[config.mk]
export PLATFORM = sky130hd
export DESIGN_NAME = instr_issuer
export DESIGN_NICKNAME = d
export VERILOG_FILES = /design/src/rtl/isa_pkg.sv /design/src/rtl/instr_pack.sv /design/src/rtl/instr_issuer.sv
export SDC_FILE = /design/constraint.sdc
export NUM_CORES = 1
export LEC_CHECK = 0
export ABC_AREA = 1
export CAP_MARGIN = 5
export CELL_PAD_IN_SITES_DETAIL_PLACEMENT = 0
export CELL_PAD_IN_SITES_GLOBAL_PLACEMENT = 1
export CORE_ASPECT_RATIO = 1.75
export CORE_MARGIN = 2
export CORE_UTILIZATION = 50
export CTS_CLUSTER_SIZE = 20
export DETAILED_ROUTE_END_ITERATION = 6
export DONT_BUFFER_PORTS = 1
export GPL_TIMING_DRIVEN = 0
export PLACE_DENSITY = 0.88
export SETUP_SLACK_MARGIN = 0.5
export SYNTH_ARGS = -nofsm -noshare
export SYNTH_HDL_FRONTEND = slang
export SYNTH_SLANG_ARGS = --single-unit
[constraint.sdc]
create_clock -name clk -period 3.5 [get_ports clk]
set_input_delay 0.35 -clock clk [delete_from_list [all_inputs] [get_ports clk]]
set_output_delay 0.35 -clock clk [all_outputs]
set_load 0.05 [all_outputs]
[src/rtl/isa_pkg.sv]
// rtl/isa_pkg.sv - shared ISA constants: opcodes, word field positions, command codes, issuer states
package isa_pkg;

    localparam logic [4:0] OP_NONE      = 5'b00000;
    localparam logic [4:0] OP_MAC       = 5'b00001;
    localparam logic [4:0] OP_SEND_WT   = 5'b00010;
    localparam logic [4:0] OP_STORE_OUT = 5'b00011;
    localparam logic [4:0] OP_RECV_INP  = 5'b00100;
    localparam logic [4:0] OP_RECV_WT   = 5'b00101;
    localparam logic [4:0] OP_XMIT_OUT  = 5'b00110;
    localparam logic [4:0] OP_ACC_RST   = 5'b00111;
    localparam logic [4:0] OP_NOP       = 5'b11111;

    localparam int OPC_MSB  = 63;
    localparam int OPC_LSB  = 59;
    localparam int ADDR_MSB = 58;
    localparam int ADDR_LSB = 43;
    localparam int DATA_MSB = 42;
    localparam int DATA_LSB = 27;

    localparam logic [2:0] CMD_MAC       = 3'd0;
    localparam logic [2:0] CMD_SEND_WT   = 3'd1;
    localparam logic [2:0] CMD_STORE_OUT = 3'd2;
    localparam logic [2:0] CMD_LOAD_INP  = 3'd3;
    localparam logic [2:0] CMD_LOAD_WT   = 3'd4;
    localparam logic [2:0] CMD_XMIT_OUT  = 3'd5;
    localparam logic [2:0] CMD_ACC_RESET = 3'd6;
    localparam logic [2:0] CMD_RSVD      = 3'd7;

    typedef enum logic [1:0] {ST_IDLE, ST_ISSUE, ST_GAP} state_t;
    typedef enum logic [1:0] {K_SINGLE, K_BURST, K_LOAD, K_NONE} cmd_kind_t;

    function automatic logic [4:0] cmd_opcode(input logic [2:0] op);
        case (op)
            CMD_MAC:       return OP_MAC;
            CMD_SEND_WT:   return OP_SEND_WT;
            CMD_STORE_OUT: return OP_STORE_OUT;
            CMD_LOAD_INP:  return OP_RECV_INP;
            CMD_LOAD_WT:   return OP_RECV_WT;
            CMD_XMIT_OUT:  return OP_XMIT_OUT;
            CMD_ACC_RESET: return OP_ACC_RST;
            default:       return OP_NONE;
        endcase
    endfunction

    function automatic cmd_kind_t cmd_kind(input logic [2:0] op);
        case (op)
            CMD_MAC, CMD_SEND_WT, CMD_ACC_RESET: return K_SINGLE;
            CMD_STORE_OUT, CMD_XMIT_OUT:         return K_BURST;
            CMD_LOAD_INP, CMD_LOAD_WT:           return K_LOAD;
            default:                             return K_NONE;
        endcase
    endfunction

endpackage

[src/rtl/instr_pack.sv]
// rtl/instr_pack.sv - combinational packer: opcode, address, data -> 64-bit instruction word
module instr_pack
    import isa_pkg::*;
(
    input  logic [4:0]  opcode,
    input  logic [15:0] addr,
    input  logic [15:0] data,
    output logic [63:0] word
);

    always_comb begin
        word                     = '0;
        word[OPC_MSB:OPC_LSB]    = opcode;
        word[ADDR_MSB:ADDR_LSB]  = addr;
        word[DATA_MSB:DATA_LSB]  = data;
    end

endmodule

[src/rtl/instr_issuer.sv]
// rtl/instr_issuer.sv - command-to-instruction issuer; INSTR_ISSUER_GAP_NOP_EN adds a NOP gap after each command
module instr_issuer
    import isa_pkg::*;
#(
    parameter int CNT_W  = 8,
    parameter int ADDR_W = 16,
    parameter int DATA_W = 16
) (
    input  logic              clk,
    input  logic              rst_n,
    input  logic              cmd_valid,
    output logic              cmd_ready,
    input  logic [2:0]        cmd_op,
    input  logic [ADDR_W-1:0] cmd_base,
    input  logic [CNT_W-1:0]  cmd_len,
    input  logic              dat_valid,
    output logic              dat_ready,
    input  logic [DATA_W-1:0] dat_in,
    output logic [63:0]       instruction,
    output logic              busy,
    output logic              cmd_done
);

`ifdef INSTR_ISSUER_GAP_NOP_EN
    localparam state_t ST_AFTER = ST_GAP;
`else
    localparam state_t ST_AFTER = ST_IDLE;
`endif

    state_t            state_q, state_d;
    cmd_kind_t         kind;
    logic [2:0]        op_q;
    logic [ADDR_W-1:0] base_q;
    logic [CNT_W-1:0]  len_q, cnt_q, cnt_d;
    logic [63:0]       instr_d;
    logic              done_d;
    logic              last_beat;
    logic [4:0]        pk_opc;
    logic [ADDR_W-1:0] pk_addr;
    logic [DATA_W-1:0] pk_data;
    logic [63:0]       pk_word;

    assign kind      = cmd_kind(op_q);
    assign last_beat = (cnt_q == len_q);
    assign busy      = (state_q != ST_IDLE);

    // Packer operands kept apart from the FSM block so its output never feeds back into it
    always_comb begin
        pk_opc  = cmd_opcode(op_q);
        pk_addr = base_q + ADDR_W'(cnt_q);
        pk_data = '0;
        if (state_q != ST_ISSUE) begin
            pk_opc  = OP_NOP;
            pk_addr = '0;
        end else if (kind == K_SINGLE) begin
            pk_addr = '0;
        end else if (kind == K_LOAD) begin
            pk_data = dat_in;
        end
    end

    instr_pack u_pack (
        .opcode (pk_opc),
        .addr   (pk_addr),
        .data   (pk_data),
        .word   (pk_word)
    );

    always_comb begin
        state_d   = state_q;
        cnt_d     = cnt_q;
        instr_d   = '0;
        done_d    = 1'b0;
        cmd_ready = 1'b0;
        dat_ready = 1'b0;
        case (state_q)
            ST_IDLE: begin
                cmd_ready = 1'b1;
                cnt_d     = '0;
                if (cmd_valid) state_d = ST_ISSUE;
            end
            ST_ISSUE: begin
                case (kind)
                    K_SINGLE: begin
                        instr_d = pk_word;
                        done_d  = 1'b1;
                        state_d = ST_AFTER;
                    end
                    K_BURST: begin
                        instr_d = pk_word;
                        cnt_d   = cnt_q + CNT_W'(1);
                        if (last_beat) begin
                            done_d  = 1'b1;
                            state_d = ST_AFTER;
                        end
                    end
                    K_LOAD: begin
                        dat_ready = 1'b1;
                        // Missing data beat issues a zero bubble and holds the beat index
                        if (dat_valid) begin
                            instr_d = pk_word;
                            cnt_d   = cnt_q + CNT_W'(1);
                            if (last_beat) begin
                                done_d  = 1'b1;
                                state_d = ST_AFTER;
                            end
                        end
                    end
                    default: begin
                        done_d  = 1'b1;
                        state_d = ST_AFTER;
                    end
                endcase
            end
`ifdef INSTR_ISSUER_GAP_NOP_EN
            ST_GAP: begin
                instr_d = pk_word;
                state_d = ST_IDLE;
            end
`endif
            default: state_d = ST_IDLE;
        endcase
    end

    always_ff @(posedge clk or negedge rst_n) begin
        if (!rst_n) begin
            state_q     <= ST_IDLE;
            cnt_q       <= '0;
            instruction <= '0;
            cmd_done    <= 1'b0;
            op_q        <= '0;
            base_q      <= '0;
            len_q       <= '0;
        end else begin
            state_q     <= state_d;
            cnt_q       <= cnt_d;
            instruction <= instr_d;
            cmd_done    <= done_d;
            if (cmd_ready && cmd_valid) begin
                op_q   <= cmd_op;
                base_q <= cmd_base;
                len_q  <= cmd_len;
            end
        end
    end

endmodule
==> results.sh <==
export IMPL_outcome="complete, no violations"
export IMPL_holdBufCountCts=2
export IMPL_leakagePower_uw=0.002286
export IMPL_path_class="flop to output port"
export IMPL_drive_above_1_share=0.1711
export IMPL_synthCells=439
export IMPL_syn_to_final_growth_pct=15.89
export IMPL_startpoint_type="flop"
export IMPL_path_max_fanout=10
export IMPL_regArea_sq_um=1802
export IMPL_route_detailed_drc=0
export IMPL_first_pass_iters=4
export IMPL_stdcell_count=573
export IMPL_dp_slack_ns=1.393
export IMPL_core_sq_um=7462
export IMPL_min_to="instruction[37]"
export IMPL_clk_pin_slew_ns=0.06
export IMPL_switching_share=0.4559
export IMPL_vdd_drop_max_mv=0.5647
export IMPL_r2r_start="state_q[0]"
export IMPL_drt_wl_total_mm=8.023
export IMPL_r2r_slack_ns=1.40
export IMPL_synthXorXnorAreaFrac=0.03218
export IMPL_worst_pin_slew_ns=0.6658
export IMPL_yosys_warnings=0
export IMPL_grt_pass1_wl_mm=13.09
export IMPL_ys_async_sr_fraction=1.000
export IMPL_finalCritPeriodShare=0.6809
export IMPL_dp_hpwl_mm=6.115
export IMPL_clockBufferDepth=2
export IMPL_die_w_um=69.99
export IMPL_p_clk_frac=0.248
export IMPL_antenna_found_initial=0
export IMPL_track_usage=0.2017
export IMPL_powerDensity_nw_per_um2=986.2
export IMPL_post_cts_buffers=0
export IMPL_power_uw=4355
export IMPL_nets=540
export IMPL_p_seq_frac=0.396
export IMPL_grt_max_degree=73
export IMPL_synth_main_ff_cell="dfrtp_1"
export IMPL_arrival_ns=2.03
export IMPL_gr_total_overflow=0
export IMPL_synth_top_cell_area_share=0.4729
export IMPL_crit_required_ns=3.15
export IMPL_fin_worst_skew_ns=0.004404
export IMPL_layout_common_cells="nand2_1, dfrtp_1, nor2_1, inv_1, buf_4"
export IMPL_synth_compound_area_frac=0.04236
export IMPL_dieArea_sq_um=8361
export IMPL_synth_edf_count=0
export IMPL_clk_insertion_delay_late_ns=0.33
export IMPL_portBuffers=0
export IMPL_reg2reg_depth=4
export IMPL_viasPerCell=4.878
export IMPL_synth_area_leaders="dfrtp_1, nand2_1, nor2_1"
export IMPL_drv_slew=0
export IMPL_drtIter0Drc=152
export IMPL_antenna_cells=0
export IMPL_cts_tree="yes"
export IMPL_clockRootBuffer="clkbuf_16"
export IMPL_gp_congestion=0.8493
export IMPL_reg2reg_to="base_q[4]"
export IMPL_p_sw_uw=1985
export IMPL_min_period_ns=2.383
export IMPL_synth_top_family_by_area="simple AND/OR/NAND/NOR gates"
export IMPL_io_pins=115
export IMPL_num_vias=2795
export IMPL_tns_ns=0
export IMPL_cts_inserted_buffers=9
export IMPL_synth_largest_area_cell="dfrtp_1"
export IMPL_ant_nets=0
export IMPL_multi_input_area_sq_um=1684
export IMPL_hp_class="input pin to flop"
export IMPL_synth_area_sq_um=3810
export IMPL_max_freq_mhz=419.6
export IMPL_p_comb_frac=0.357
export IMPL_synthSimpleGateAreaFrac=0.2411
export IMPL_hold_viol=0
export IMPL_drv_cap=0
export IMPL_rsz0062_at_grt="no"
export IMPL_place_inst=555
export IMPL_muxShareOfSynthArea=0.05320
export IMPL_nFillCells=681
export IMPL_row_count=42
export IMPL_finalSetupViolations=0
export IMPL_min_from="dat_in[10]"
export IMPL_end_kind="output port"
export IMPL_synth_seq_area_share=0.4729
export IMPL_cts_resized=0
export IMPL_synthAdderAreaFrac=0.04466
export IMPL_grt_pass1_vias=2843
export IMPL_start_util=0.5106
export IMPL_dieHeight_um=119.5
export IMPL_syn_area_per_cell_sq_um=8.679
export IMPL_numClockSinks=72
export IMPL_fin_ws_ns=1.117
export IMPL_final_core_util=0.5917
export IMPL_wire_per_inst_um=14.00
export IMPL_intPower_uw=2369
export IMPL_cts_htree_levels=3
export IMPL_hold_depth=2
export IMPL_synth_seq_cells=72
export IMPL_final_common_cell="nand2_1"
export IMPL_yosysUniqueCellTypes=33
export IMPL_max_slew_margin=0.5561
-- synthesized netlist by cell type, types with 2 or more instances --
cell type and number:
a21oi_1 23, buf_4 32, dfrtp_1 72, ha_1 12, inv_1 41, inv_2 3, mux2_1 2, mux2_2 16
nand2_1 95, nand2_2 3, nand2_4 3, nand3_1 23, nand3_2 3, nand3b_1 2, nand4_1 6, nor2_1 69
nor3_1 2, o21ai_0 4, or2_2 2, xnor2_1 13
-- metal layers --
| layer | global-route usage | vias to the layer above | routed length [um] |
|---|---|---|---|
| met4 | 0.08894 | 0 | 172 |
| met3 | 0.04653 | 12 | 384 |
| met5 | 0 | - | 0 |
| met2 | 0.3756 | 87 | 4540 |
| met1 | 0.2105 | 1288 | 2925 |
| li1 | - | 1408 | - |
-- critical path: stages, from the launching register on --
cell and delay (ns):
dfrtp_1 0.44, o21ai_1 0.18, nand2_2 0.13, inv_1 0.08, ha_1 0.18, nand2_1 0.09
clkinv_1 0.20, buf_2 0.40
-- registers in the layout, indices dropped and copies added, names as in the netlist --
name and count:
base_q 16, state_q 1, op_q 3, instruction 35, len_q 8, cnt_q 8
cmd_done 1
-- worst max path at each step --
stage                     from         end  slack (ns)  cells after the start
global route           op_q[2]   dat_ready        0.94                      8
CTS                    op_q[0]   dat_ready        1.11                      7
global placement    state_q[0]  base_q[12]        1.43                      4
finish                 op_q[0]   dat_ready        1.12                      7
detailed placement  state_q[0]   base_q[4]        1.39                      4
floorplan           state_q[0]  base_q[10]        1.64                      4
-- power by group through the flow --
stage               combinational [uW]  clock, uW  sequential (uW)
floorplan                         1290          0             1670
global placement                  1510          0             1730
detailed placement                1540          0             1740
CTS                               1570       1100             1730
global route                      1760       1130             1760
finish                            1550       1080             1720
-- kinds of logic (layout without fill, tap and decap cells) --
group                      Yosys count  in the layout
AOI/OAI and AO/OA                   31             31
xor gates and xnor gates            14             14
adders and majority gates           13             13
buffers and inverters               80             98
DFF                                 72             72
muxes                               18             18
other                                1             29
and+or+nand+nor                    210            210
-- area by class of cell --
cell class,count,area share
Buffer,35,0.05894
Clock buffer,9,0.05101
Clock inverter,7,0.02890
Inverter,45,0.03825
Multi-Input combinational cell,315,0.3814
Sequential cell,72,0.4080
Tap cell,88,0.02494
Timing Repair Buffer,2,0.008501
-- per-stage QoR --
stage / area (sq um) / hold WS (ns)
5_1_grt: 4415 / 0.1251
6_report: 4415 / 0.1315
4_1_cts: 4415 / 0.1204
3_5_place_dp: 4025 / 0.05614
3_3_place_gp: 4025 / 0.05607
2_1_floorplan: 3915 / 0.05441
Note: power is estimated with default switching activity, not from simulation.
